$ cat src/rtl/icache_fetcher_pkg.sv
// rtl/icache_fetcher_pkg.sv - shared widths and FSM encoding for the instruction fetcher
package icache_fetcher_pkg;

  localparam int INS_WIDTH         = 32;
  localparam int ADDR_WIDTH        = 32;
  localparam int ICACHE_INDEX_BITS = 6;

  // GAP keeps mem_req low for one cycle after a fill so the controller settles
  typedef enum logic [1:0] {
    IF_IDLE = 2'd0,
    IF_MISS = 2'd1,
    IF_GAP  = 2'd2
  } if_state_t;

endpackage

$ cat src/rtl/icache_array.sv
// rtl/icache_array.sv - direct-mapped one-word-per-line valid/tag/data storage
module icache_array
  import icache_fetcher_pkg::*;
#(
  parameter int INDEX_BITS = ICACHE_INDEX_BITS,
  parameter int TAG_BITS   = ADDR_WIDTH - ICACHE_INDEX_BITS - 2
) (
  input  logic                  clk,
  input  logic                  clear_n,
  input  logic [INDEX_BITS-1:0] rd_index,
  input  logic [TAG_BITS-1:0]   rd_tag,
  output logic                  hit,
  output logic [INS_WIDTH-1:0]  rd_data,
  input  logic                  wr_en,
  input  logic [INDEX_BITS-1:0] wr_index,
  input  logic [TAG_BITS-1:0]   wr_tag,
  input  logic [INS_WIDTH-1:0]  wr_data
);
  localparam int LINES = 1 << INDEX_BITS;

  logic [LINES-1:0]     valid;
  logic [TAG_BITS-1:0]  tags [LINES];
  logic [INS_WIDTH-1:0] data [LINES];

  // Combinational lookup; fills never overlap a lookup, so no bypass path
  always_comb begin
    hit     = valid[rd_index] && (tags[rd_index] == rd_tag);
    rd_data = data[rd_index];
  end

  // Valid bits: cleared together on reset, set line by line on fill
  always_ff @(posedge clk) begin
    if (!clear_n) begin
      valid <= '0;
    end else if (wr_en) begin
      valid[wr_index] <= 1'b1;
    end
  end

  // Tag and data payload need no reset; valid gates their use
  always_ff @(posedge clk) begin
    if (wr_en) begin
      tags[wr_index] <= wr_tag;
      data[wr_index] <= wr_data;
    end
  end

endmodule

$ cat src/rtl/icache_fetcher.sv
// rtl/icache_fetcher.sv - PC, miss FSM and decode-side output registers
module icache_fetcher
  import icache_fetcher_pkg::*;
#(
  parameter int                    INDEX_BITS = ICACHE_INDEX_BITS,
  parameter logic [ADDR_WIDTH-1:0] RESET_PC   = '0
) (
  input  logic                  clk,
  input  logic                  rst,
  input  logic                  rdy,
  input  logic                  mem_done,
  input  logic [INS_WIDTH-1:0]  mem_ins,
  output logic                  mem_req,
  output logic [ADDR_WIDTH-1:0] mem_addr,
  input  logic                  flush,
  input  logic [ADDR_WIDTH-1:0] flush_pc,
  input  logic                  stall_in,
  output logic                  ins_valid,
  output logic [INS_WIDTH-1:0]  ins,
  output logic [ADDR_WIDTH-1:0] ins_pc
);
  localparam int TAG_BITS = ADDR_WIDTH - INDEX_BITS - 2;

  if_state_t             state_q, state_d;
  logic [ADDR_WIDTH-1:0] pc_q, pc_d;
  logic                  mem_req_d;
  logic [ADDR_WIDTH-1:0] mem_addr_d;
  logic                  ins_valid_d;
  logic [INS_WIDTH-1:0]  ins_d;
  logic [ADDR_WIDTH-1:0] ins_pc_d;
  logic                  fill_en;
  logic                  hit;
  logic [INS_WIDTH-1:0]  rd_data;
  logic                  out_free;
  logic                  consumed;

  icache_array #(
    .INDEX_BITS (INDEX_BITS),
    .TAG_BITS   (TAG_BITS)
  ) u_array (
    .clk      (clk),
    .clear_n  (rst),
    .rd_index (pc_q[INDEX_BITS+1:2]),
    .rd_tag   (pc_q[ADDR_WIDTH-1:INDEX_BITS+2]),
    .hit      (hit),
    .rd_data  (rd_data),
    .wr_en    (fill_en && rdy && rst),
    .wr_index (mem_addr[INDEX_BITS+1:2]),
    .wr_tag   (mem_addr[ADDR_WIDTH-1:INDEX_BITS+2]),
    .wr_data  (mem_ins)
  );

  // Next-state and output-register values; flush overrides every state
  always_comb begin
    state_d     = state_q;
    pc_d        = pc_q;
    mem_req_d   = mem_req;
    mem_addr_d  = mem_addr;
    ins_valid_d = ins_valid;
    ins_d       = ins;
    ins_pc_d    = ins_pc;
    fill_en     = 1'b0;
    out_free    = !ins_valid || !stall_in;
    consumed    = ins_valid && !stall_in;

    if (flush) begin
      pc_d        = flush_pc;
      ins_valid_d = 1'b0;
      mem_req_d   = 1'b0;
      state_d     = IF_IDLE;
    end else begin
      case (state_q)
        IF_IDLE: begin
          if (out_free) begin
            if (hit) begin
              ins_d       = rd_data;
              ins_pc_d    = pc_q;
              ins_valid_d = 1'b1;
              pc_d        = pc_q + 32'd4;
            end else begin
              ins_valid_d = 1'b0;
              mem_req_d   = 1'b1;
              mem_addr_d  = pc_q;
              state_d     = IF_MISS;
            end
          end
        end
        IF_MISS: begin
          if (consumed) begin
            ins_valid_d = 1'b0;
          end
          if (mem_done) begin
            fill_en   = 1'b1;
            mem_req_d = 1'b0;
            state_d   = IF_GAP;
          end
        end
        IF_GAP: begin
          if (consumed) begin
            ins_valid_d = 1'b0;
          end
          state_d = IF_IDLE;
        end
        default: begin
          state_d = IF_IDLE;
        end
      endcase
    end
  end

  // State and output registers; rdy low freezes everything except reset
  always_ff @(posedge clk) begin
    if (!rst) begin
      state_q   <= IF_IDLE;
      pc_q      <= RESET_PC;
      mem_req   <= 1'b0;
      mem_addr  <= '0;
      ins_valid <= 1'b0;
      ins       <= '0;
      ins_pc    <= '0;
    end else if (rdy) begin
      state_q   <= state_d;
      pc_q      <= pc_d;
      mem_req   <= mem_req_d;
      mem_addr  <= mem_addr_d;
      ins_valid <= ins_valid_d;
      ins       <= ins_d;
      ins_pc    <= ins_pc_d;
    end
  end

endmodule
$ cat config.mk
export PLATFORM = sky130hd
export DESIGN_NAME = icache_fetcher
export DESIGN_NICKNAME = d
export VERILOG_FILES = /design/src/rtl/icache_fetcher_pkg.sv /design/src/rtl/icache_array.sv /design/src/rtl/icache_fetcher.sv
export SDC_FILE = /design/constraint.sdc
export NUM_CORES = 2
export LEC_CHECK = 0
export ABC_AREA = 1
export BUFFER_PORTS_ARGS = -buffer_cell sky130_fd_sc_hd__buf_2
export CORE_MARGIN = 2
export CORE_UTILIZATION = 51
export DETAILED_ROUTE_END_ITERATION = 8
export PLACE_DENSITY_LB_ADDON = 0.15
export SLEW_MARGIN = 20
export SYNTH_ARGS = -nofsm -noshare
export SYNTH_HDL_FRONTEND = slang
export SYNTH_SLANG_ARGS = --single-unit
$ cat constraint.sdc
create_clock -name clk -period 9.72 [get_ports clk]
set_input_delay 0 -clock clk [delete_from_list [all_inputs] [get_ports clk]]
set_output_delay 0 -clock clk [all_outputs]
set_load 0.05 [all_outputs]
* After elaboration in Yosys (flattened, before gate mapping)
Memories as Yosys holds them, arrays and structs flattened. A register that Yosys moved wholly into a read port is not among the register bits. Cells that the tools add are included.
Cells by class: $add $sub $neg 1, order comparisons 3, equal/unequal tests 7, multiplexer cells 30, bitwise operators 3, reductions and logical operators 22
Operators with widths (count):
- $mux W32 | 4
- $or A64 B64 Y64 | 1
- $add A32 B3 Y32 const B | 1
- $eq A24 B24 Y1 | 1
- $mux W1 | 15
- $reduce_and A5 Y1 | 3
- $lt A6 B7 Y1 const B | 2
- $mux W6 | 2
- $reduce_and A4 Y1 | 3
- $ne A3 B3 Y1 const B | 3
- $mux W2 | 4
- $bmux W1 S6 | 1
- $demux W1 S6 | 1
- $ge A6 B1 Y1 const B | 1
- $reduce_bool A2 Y1 | 3
- $reduce_bool A3 Y1 | 2
- $logic_and A1 B1 Y1 | 5
- $pmux W1 S2 | 2
- $pmux W2 S2 | 1
- $logic_not A1 Y1 | 3
- $ne A3 B1 Y1 const B | 1
- $eq A2 B1 Y1 const B | 1
- $eq A2 B2 Y1 const B | 1
- $logic_not A2 Y1 | 1
- 3 further kinds | 4
Word-level totals: register bits 164, RAM bits 3584, input bits 70, word-level logic and storage cells 75, memories 2
Memory list:
- u_array.data | depth 64, width 32, read ports 1, clocked after memory_dff 1, write ports 1, RTL line icache_array.sv:23 | logic [INS_WIDTH-1:0] data [LINES];
- u_array.tags | depth 64, width 24, read ports 1, clocked after memory_dff 1, write ports 1, RTL line icache_array.sv:22 | logic [TAG_BITS-1:0] tags [LINES];

* Depth between registers and ports, before layout
depth in word-level cells 9, depth in mapped cells 27

* Modules after synthesis
From an unflattened synthesis, not the netlist that was laid out.
Unflattened totals: cells, all modules 12184, area, all modules 149977.6 um^2
Modules (own cells, without submodules):
- icache_array | times used 1, cells an instance 11368, area an instance 144098.2 um^2, seq. area each 108904.4 um^2
- icache_fetcher | times used 1, cells an instance 816, area an instance 5879.4 um^2, seq. area each 2642.5 um^2

* Least setup slack after synthesis
No wires, ideal clock.
kind flip-flop to flip-flop, from register mem_addr[6], to memory u_array.data[16][0], enable pin, arrival time 3.748 ns, required time 9.248 ns, path slack 5.501 ns, cell stages (with the launch flop) 6, path buffers 0, cells stage by stage dfxtp_1 -> inv_1 -> or2_2 -> nor2_1 -> nand2_1 -> nor2_1
RTL lines:
- from (decl) | RTL line icache_fetcher.sv:14 | output logic [ADDR_WIDTH-1:0] mem_addr,
- from (signal assigned) | RTL line icache_fetcher.sv:125 | mem_addr <= mem_addr_d;
- to (decl) | RTL line icache_array.sv:23
Straight into the memory's write port.

==> out/results.txt <==
Cell Chain, Critical Path - buf_12 -> buf_4 -> nand2_1 -> nand3_1 -> nand3_1 -> nand2_1 -> nand2_1 -> nand3_1 -> nand3_1 -> nand3_1 -> nand2_1 -> nor2_1 -> nand2_1 -> nor2_1 -> nand3_4 -> nand2_2 -> nand3_1 -> dlygate4sd3_1 -> nand2_1 -> nor2_1 -> dlygate4sd3_1
Slew Limit Fails - 0
Post-synthesis simple-gate area fraction - 15.0%
Synth Area in Adders - 0.0333%
Setup TNS - 0 ns
Nets - 12400
Vias in the first global route - 97300
Crit-path max cell delay - 1.17 ns
Library cells used by synthesis - 40
Peak supply drop - 0.000165 V
Mean Syn Cell Area - 12.3 um2
First-pass GRT wire length - 712000 um
Xor and xnor area share after synthesis - 0.140%
Mux cell area share after synthesis - 0.100%
Detail Route Antenna Nets - 0
Hold Path Class - in -> reg
Area delta synth->final - 12.4%
GPL Wtd Cong - 0.861
Total gr overflow - 0
Post-synthesis compound-gate area fraction - 7.38%
Die span in x - 547 um
Finish-stage setup viols - 0
Clk sink count - 3786
Worst rel slew slack - 18.3%
Synth Net Count - 12300
Die height - 547 um
RSZ-0062 raised after global routing - no
Routed wire length - 509000 um
Main combinational cell family by area after synthesis - simple AND/OR/NAND/NOR gates
Count of input and output buffers - 167
Core footprint - 0.294 mm2
Final clock period utilization by the worst path - 81.6%
Hpwl dp - 258000 um
Via density per instance - 6.35
Status - complete, no violations
Vias - 105000
Clock slew at reported path FFs - 0.06 ns
Synth Warn # - 0
Synth Instances - 12200
Leakage - 58.3 nW
Nature of the critical path endpoint - flip-flop
Residual DRC - 0
Rows - 199
Post_cts resized - 0
Pin count of the biggest net entering global routing - 245
1st-iter DRT viols - 17000
Ports - 168
Root Buffer Master - clkbuf_16
Slowest-stage cell, CP - nand2_2
Final Skew - 0.0769 ns
Number of flops mapped to enable cells by yosys - 3584
Flops & latches, synth - 3786
Drt first pass iters - 6
Data required, critical path - 10.59 ns
Hold Slack - 0.0288 ns
Synth async-reset ratio - 0%
PD cells - 211 mW/mm2
Max_cap viols - 0
Layout cells sized above 1 - 8.71%
Worst setup path class - reg -> reg
Worst Path Arrival - 8.80 ns
Final Hold Fails - 0
Area of the mapped netlist - 0.150 mm2
Htree depth - 5
GRT Overall Usage - 33.1%
Initial antenna violation count - 20
Register area share after synthesis - 74.4%
Initial core utilization - 51.2%
Tightest Pin Transition - 1.23 ns
Fin crit period - 7.93 ns
Worst skew pair latency - 1.01 ns
CTS Buf Count - 386
Wire per inst - 30.7 um
Critical Path Start Type - flip-flop
Worst-case clock buffer depth - 4
Crit path max fanout - 190
Total die area - 0.299 mm2
CTS tree - yes
Most frequently used flop master after synthesis - edfxtp_1
Highest Clock Rate - 126 MHz
==> sequential cells by signal (all words and copies together), names as in the netlist, named ones only <==
| register | count |
|---|---|
| u_array.data | 2048 |
| u_array.tags | 1536 |
| u_array.valid | 64 |
| ins | 32 |
| ins_pc | 32 |
| mem_addr | 32 |
| pc_q | 32 |
| state_q | 2 |
| ins_valid | 1 |
| mem_req | 1 |
==> synthesized netlist by cell type, types with 12 or more instances <==
master	instances	area (um2)
edfxtp_1	3584	108000
o211ai_1	68	510
nand2_1	2420	9080
o22ai_1	322	2010
o21ai_1	34	170
nand4_1	21	131
buf_4	45	338
a32o_1	12	120
clkbuf_1	491	1840
buf_1	58	218
nor3_1	18	90.1
buf_2	228	1140
buf_6	21	236
nand3_1	1535	7680
inv_1	164	616
dfxtp_1	202	4040
a31oi_1	49	307
a21oi_1	146	731
mux2i_1	15	150
a221o_1	16	160
o221ai_1	193	1690
o21ai_0	1067	5340
xor2_1	23	201
nor2_1	1471	5520
==> through the flow <==
step	total power, mW	instance area, um2	std cells	setup WS [ns]	util (%)
2_1_floorplan	20.1	150000	12200	5.50	-
3_3_place_gp	21.1	155000	15700	2.68	52.7
3_5_place_dp	21.2	155000	15700	2.64	52.8
4_1_cts	35.7	169000	16500	2.13	57.5
5_1_grt	36.6	169000	16600	1.63	57.5
6_report	35.7	169000	16600	1.79	57.5
==> placed cells by master (no fill, tap or decap), types with 68 or more instances in the layout <==
cell,Yosys,routed
a21oi_1,146,146
buf_2,228,160
buf_4,45,223
clkbuf_1,491,81
clkbuf_16,0,387
clkinv_1,3,74
clkinv_2,0,76
dfxtp_1,202,167
dlygate4sd3_1,0,108
edfxtp_1,3584,3584
inv_1,164,159
nand2_1,2420,2418
nand3_1,1535,1535
nor2_1,1471,1404
o211ai_1,68,68
o21ai_0,1067,1067
o221ai_1,193,193
o22ai_1,322,322
==> final timing paths <==
check,startpoint,end,slack [ns],depth (start not counted)
min reg2reg,u_array.valid[24],u_array.valid[24],0.47,2
min,mem_ins[18],u_array.data[29][18],0.03,2
max,flip-flop,pc_q[19],1.79,21
max reg2reg,flip-flop,pc_q[19],1.79,21
==> layout make-up <==
type	instances	area, um2
Antenna cell	13	32.5
Inverter	173	703
Clock buffer	494	10300
Multi-Input combinational cell	7433	34600
Tap cell	3919	4900
Sequential cell	3786	112000
Fill cell	23400	125000
Clock inverter	220	2250
Timing Repair Buffer	522	4200
==> power by group <==
part / switching, mW / internal, mW
logic: 2.12 / 0.741
clock network: 6.45 / 8.32
registers: 0.165 / 17.9
total: 8.73 / 27.0
==> metal layers <==
layer / share of wire, % / global-route usage [%] / vias to the layer above / routed length [um]
met5: 0.0096 / 0 / - / 49
met4: 5.2 / 15.5 / 8 / 26600
met3: 12 / 6.06 / 1155 / 58500
met2: 45 / 50.7 / 7049 / 229000
met1: 38 / 46.3 / 52500 / 195000
li1: - / - / 44400 / -
==> kinds of logic after synthesis <==
| group | count (synthesis) |
|---|---|
| simple gates | 5478 |
| mux | 15 |
| xor+xnor | 24 |
| flops | 3786 |
| fa+ha+maj | 4 |
| buf+inv | 1017 |
| compound gates | 1912 |
==> critical path: cells and delay by family, from the launching register on <==
kind	cells	cell delay (ns)
AND/OR/NAND/NOR	17	3.97
flip-flops	1	0.75
buffers and inverters	4	2.67
==> timing repair <==
action / CTS / global route
endpoints found under the hold margin: 2150 / 0
buffers inserted: 0 / 0
endpoints found under the setup margin: 0 / 0
hold buffers: 108 / 0
Note: power is estimated with default switching activity, not from simulation.
